File: config.mk
export PLATFORM = sky130hd
export DESIGN_NAME = debouncer
export DESIGN_NICKNAME = d
export VERILOG_FILES = /design/src/rtl/debouncer.sv
export SDC_FILE = /design/constraint.sdc
export NUM_CORES = 1
export LEC_CHECK = 0
export ABC_AREA = 0
export CAP_MARGIN = 20
export CORE_AREA = 5 5 42 44
export DETAILED_ROUTE_END_ITERATION = 8
export DIE_AREA = 0 0 47 49
export MAX_ROUTING_LAYER = met4
export SLEW_MARGIN = 40
export SYNTH_ARGS = -nofsm -noshare
export SYNTH_HDL_FRONTEND = slang
export SYNTH_SLANG_ARGS = --single-unit
export TNS_END_PERCENT = 100
File: constraint.sdc
create_clock -name clk -period 1.34 [get_ports clk]
set_input_delay 0.201 -clock clk [delete_from_list [all_inputs] [get_ports clk]]
set_output_delay 0.201 -clock clk [all_outputs]
set_load 0.005 [all_outputs]
File: src/rtl/debouncer.sv
// Switch debouncer: 2-flop synchronizer feeding a four-state qualification FSM.
// A new level must hold for STABLE_CYCLES synchronized samples before out follows it.
module debouncer #(
  parameter int unsigned STABLE_CYCLES = 4,
  parameter int unsigned CNT_BITS      = 3
) (
  input  logic clk,
  input  logic rst,
  input  logic in,
  output logic out,
  output logic rise,
  output logic fall,
  output logic busy
);

  localparam logic [CNT_BITS-1:0] CntLast = CNT_BITS'(STABLE_CYCLES - 1);

  typedef enum logic [1:0] {
    StLow     = 2'd0,
    StChkHigh = 2'd1,
    StHigh    = 2'd2,
    StChkLow  = 2'd3
  } state_e;

  logic [1:0]          sync_q;
  logic                s;
  state_e              state_q, state_d;
  logic [CNT_BITS-1:0] cnt_q, cnt_d;
  logic                out_q, out_d;
  logic                rise_q, rise_d;
  logic                fall_q, fall_d;

  // Only the second synchronizer stage may be observed by the rest of the design.
  assign s = sync_q[1];

  always_ff @(posedge clk) begin
    if (rst) begin
      sync_q  <= 2'b00;
      state_q <= StLow;
      cnt_q   <= '0;
      out_q   <= 1'b0;
      rise_q  <= 1'b0;
      fall_q  <= 1'b0;
    end else begin
      sync_q  <= {sync_q[0], in};
      state_q <= state_d;
      cnt_q   <= cnt_d;
      out_q   <= out_d;
      rise_q  <= rise_d;
      fall_q  <= fall_d;
    end
  end

  always_comb begin
    state_d = state_q;
    cnt_d   = cnt_q;
    out_d   = out_q;
    rise_d  = 1'b0;
    fall_d  = 1'b0;
    unique case (state_q)
      StLow: begin
        if (s) begin
          state_d = StChkHigh;
          cnt_d   = '0;
        end
      end
      StChkHigh: begin
        if (!s) begin
          state_d = StLow;
        end else if (cnt_q == CntLast) begin
          state_d = StHigh;
          out_d   = 1'b1;
          rise_d  = 1'b1;
        end else begin
          cnt_d = cnt_q + 1'b1;
        end
      end
      StHigh: begin
        if (!s) begin
          state_d = StChkLow;
          cnt_d   = '0;
        end
      end
      StChkLow: begin
        if (s) begin
          state_d = StHigh;
        end else if (cnt_q == CntLast) begin
          state_d = StLow;
          out_d   = 1'b0;
          fall_d  = 1'b1;
        end else begin
          cnt_d = cnt_q + 1'b1;
        end
      end
      default: state_d = StLow;
    endcase
  end

  assign out  = out_q;
  assign rise = rise_q;
  assign fall = fall_q;
  assign busy = (state_q == StChkHigh) || (state_q == StChkLow);

  // Structural invariants of the qualification logic.
  a_pulse_excl: assert property (@(posedge clk) disable iff (rst) !(rise_q && fall_q));
  a_cnt_bound:  assert property (@(posedge clk) disable iff (rst) cnt_q <= CntLast);

endmodule

==> results.tsv <==
stage	metric	value	unit
timing	final hold vios	0	
setup_path	slowest stage delay, CP	0.32	ns
clock_network	clock buffer depth	2	
cells_and_area	Area growth syn-to-layout	29.9	%
die	num ports	7	
grt	antenna violations before repair	0	
grt	Top Usage Layer GRT	met1	
cells_and_area	layout cells sized above 1	0.224	
logic_synthesis	Avg Cell Area, Syn	9.95	µm²
setup_path	Crit. End Element	register	
grt	first-pass GRT wire length	1170	µm
timing	Final min period	1.27	ns
power_and_ir_drop	power per cell area	1040	mW/mm²
die	effective utilization at floorplan	0.284	
logic_synthesis	Seq/Total Area, Yosys	0.503	
cells_and_area	Antenna Cells	0	
clock_network	clk sinks	10	
clock_network	CTS tree	done	
clock_network	CTS root buf	clkbuf_4	
placed_design	port bufs	6	
logic_synthesis	Netlist cell types	18	
die	die width	47	µm
setup_path	Slowest-stage cell, CP	dfxtp_1	
timing	Final Cycle Share	0.945	
grt	GRT Resource Usage Total	0.0774	
power_and_ir_drop	Leak	0.202	nW
setup_path	CP Cell Sequence	ha_1 -> ha_2 -> and2_2 -> o21ai_0 -> a21oi_1	
placed_design	Final Wtd Congestion	0.840	
grt	GR Util met1	0.102	
clock_network	number of buffers created by CTS	3	
power_and_ir_drop	maximum VDD drop	0.462	mV
cells_and_area	Layout Cells excl Fill	65	
setup_path	CP Max Fanout	4	
logic_synthesis	Synth Cell Area	398	µm²
grt	met2 Use GR	0.0769	
die	die area	0.00230	mm²
setup_path	CP Launch Type	register	
hold_path	worst min path class	reg2reg	
cells_and_area	fill cell count	161	
route	DRT Wirelength	722	µm
timing	count of final setup violators	0	
timing	Max Slew Vio Count	0	
outcome	outcome	finished, final reports clean	
grt	Overflow after GRT	0	
setup_path	CP arrival	1.41	ns
cells_and_area	highest-count cells in the layout ignoring fill and taps	dfxtp_1 (9), a21oi_1 (5), clkdlybuf4s50_1 (4), clkbuf_4 (3)	
clock_network	Clk pin slew, worst setup/hold paths	0.06	ns
timing	relative slew slack	0.774	
route	# DRC	0	
flow_run	# Max-Cap Violations	0	
cells_and_area	most common cell after layout, fill and taps aside	dfxtp_1	
logic_synthesis	ys async rst share	0	
setup_path	Required @ worst endpoint	1.49	ns
timing	measured slew at the worst slew-check pin	0.337	ns
logic_synthesis	Syn Nets	45	
die	row count	14	
grt	vias in the first global route	275	
route	drt initial violations	2	
logic_synthesis	synthesized flop and latch total	10	
clock_network	# hold bufs at CTS	0	
grt	largest net degree at the start of global routing	8	
die	Core ar.	0.00140	mm²
logic_synthesis	synthesized instance count	40	
logic_synthesis	Synth Flop Type	dfxtp_1	
timing	clk_skew	0.00260	ns
timing	f_max	0.790	GHz
placed_design	HPWL after DPL	497	µm
clock_network	htree depth	1	
timing	TNS Setup	0	ns
cells_and_area	nets@finish	56	
setup_path	Setup Crit Path Kind	reg2reg	
clock_network	Worst-Skew Late Latency	0.26	ns
logic_synthesis	Syn. warnings	0	
route	DR WL/cell	11.1	µm
logic_synthesis	number of enable flip-flop cells after synthesis	0	
route	post-route ant nets	0	
placed_design	placed cell count	62	
route	Vias/cell	4.78	
route	Vias	311	
route	First-pass DRT Iterations	2	
grt	met3 Use GR	0.0221	
die	die height	49	µm
## synthesized netlist by cell type, types with 2 or more instances
cell | count | area, µm²
nand4b_1 | 2 | 17.5
dfxtp_1 | 10 | 200
a21oi_1 | 5 | 25.0
inv_1 | 2 | 7.51
nor4b_1 | 2 | 17.5
ha_1 | 2 | 25.0
nand2_1 | 2 | 7.51
o21ai_0 | 4 | 20.0
nor2b_1 | 2 | 12.5
## per-layer routing
| metal | share of wire | vias to the layer above | wire [µm] |
|---|---|---|---|
| li1 | - | 159 | - |
| met1 | 0.48 | 145 | 350 |
| met2 | 0.44 | 5 | 317 |
| met3 | 0.051 | 2 | 37 |
| met4 | 0.025 | 0 | 18 |
| met5 | 0 | - | 0 |
## worst max-delay path: cells and delay by family, from the launching register on
kind | cells | cell delay [ns]
fa+ha+maj | 2 | 0.39
simple gates | 1 | 0.21
flops | 1 | 0.32
compound gates | 2 | 0.24
## cell type report
| cell class | count | area [µm²] | area share |
|---|---|---|---|
| Sequential cell | 10 | 204 | 0.395 |
| Multi-Input combinational cell | 26 | 186 | 0.361 |
| Inverter | 2 | 7.51 | 0.0145 |
| Clock buffer | 3 | 22.5 | 0.0436 |
| Timing Repair Buffer | 8 | 76.3 | 0.148 |
| Tap cell | 16 | 20.0 | 0.0387 |
## metrics by stage
| stage | hold slack [ns] | instance area, µm² | utilization | power, mW | setup slack (ns) |
|---|---|---|---|---|---|
| after floorplan | 0.329 | 398 | - | 0.333 | 0.133 |
| after global placement | 0.418 | 478 | 0.341 | 0.350 | 0.0725 |
| after detailed placement | 0.427 | 478 | 0.341 | 0.351 | 0.0464 |
| after CTS | 0.441 | 503 | 0.359 | 0.550 | 0.0131 |
| after global routing | 0.459 | 517 | 0.369 | 0.568 | -0.00172 |
| final | 0.437 | 517 | 0.369 | 0.539 | 0.0743 |
## power breakdown
part           internal [mW]  switching (mW)  leakage (nW)
sequential             0.303         0.00572        0.0819
combinational         0.0205          0.0129         0.107
clock                  0.103          0.0944        0.0138
## path summary, 6_finish.rpt
kind	from	end	slack [ns]	cells past startpoint
max	cnt_q[0]	cnt_q[2]	0.07	5
min	sync_q[0]	sync_q[1]	0.44	1
min reg2reg	sync_q[0]	sync_q[1]	0.44	1
max reg2reg	cnt_q[0]	cnt_q[2]	0.07	5
## kinds of logic after synthesis
family / Yosys count / share of synthesized area
buffers and inverters: 4 / 0.0566
and+or+nand+nor: 12 / 0.198
DFF: 10 / 0.503
AOI/OAI and AO/OA: 10 / 0.135
adders and majority gates: 2 / 0.0629
xor gates and xnor gates: 2 / 0.0440
## repair_timing
action / in CTS / in global routing
pin swaps: 0 / 0
buffers inserted: 0 / 0
setup endpoints to repair: 1 / 7
resized for setup: 3 / 6
## sequential cells by signal, summed over array words and instances, names as in the netlist, named ones only
signal,flops
state_q,1
fall,1
sync_q,2
cnt_q,3
out,1
rise,1
Power figures use the tool's default switching activity.
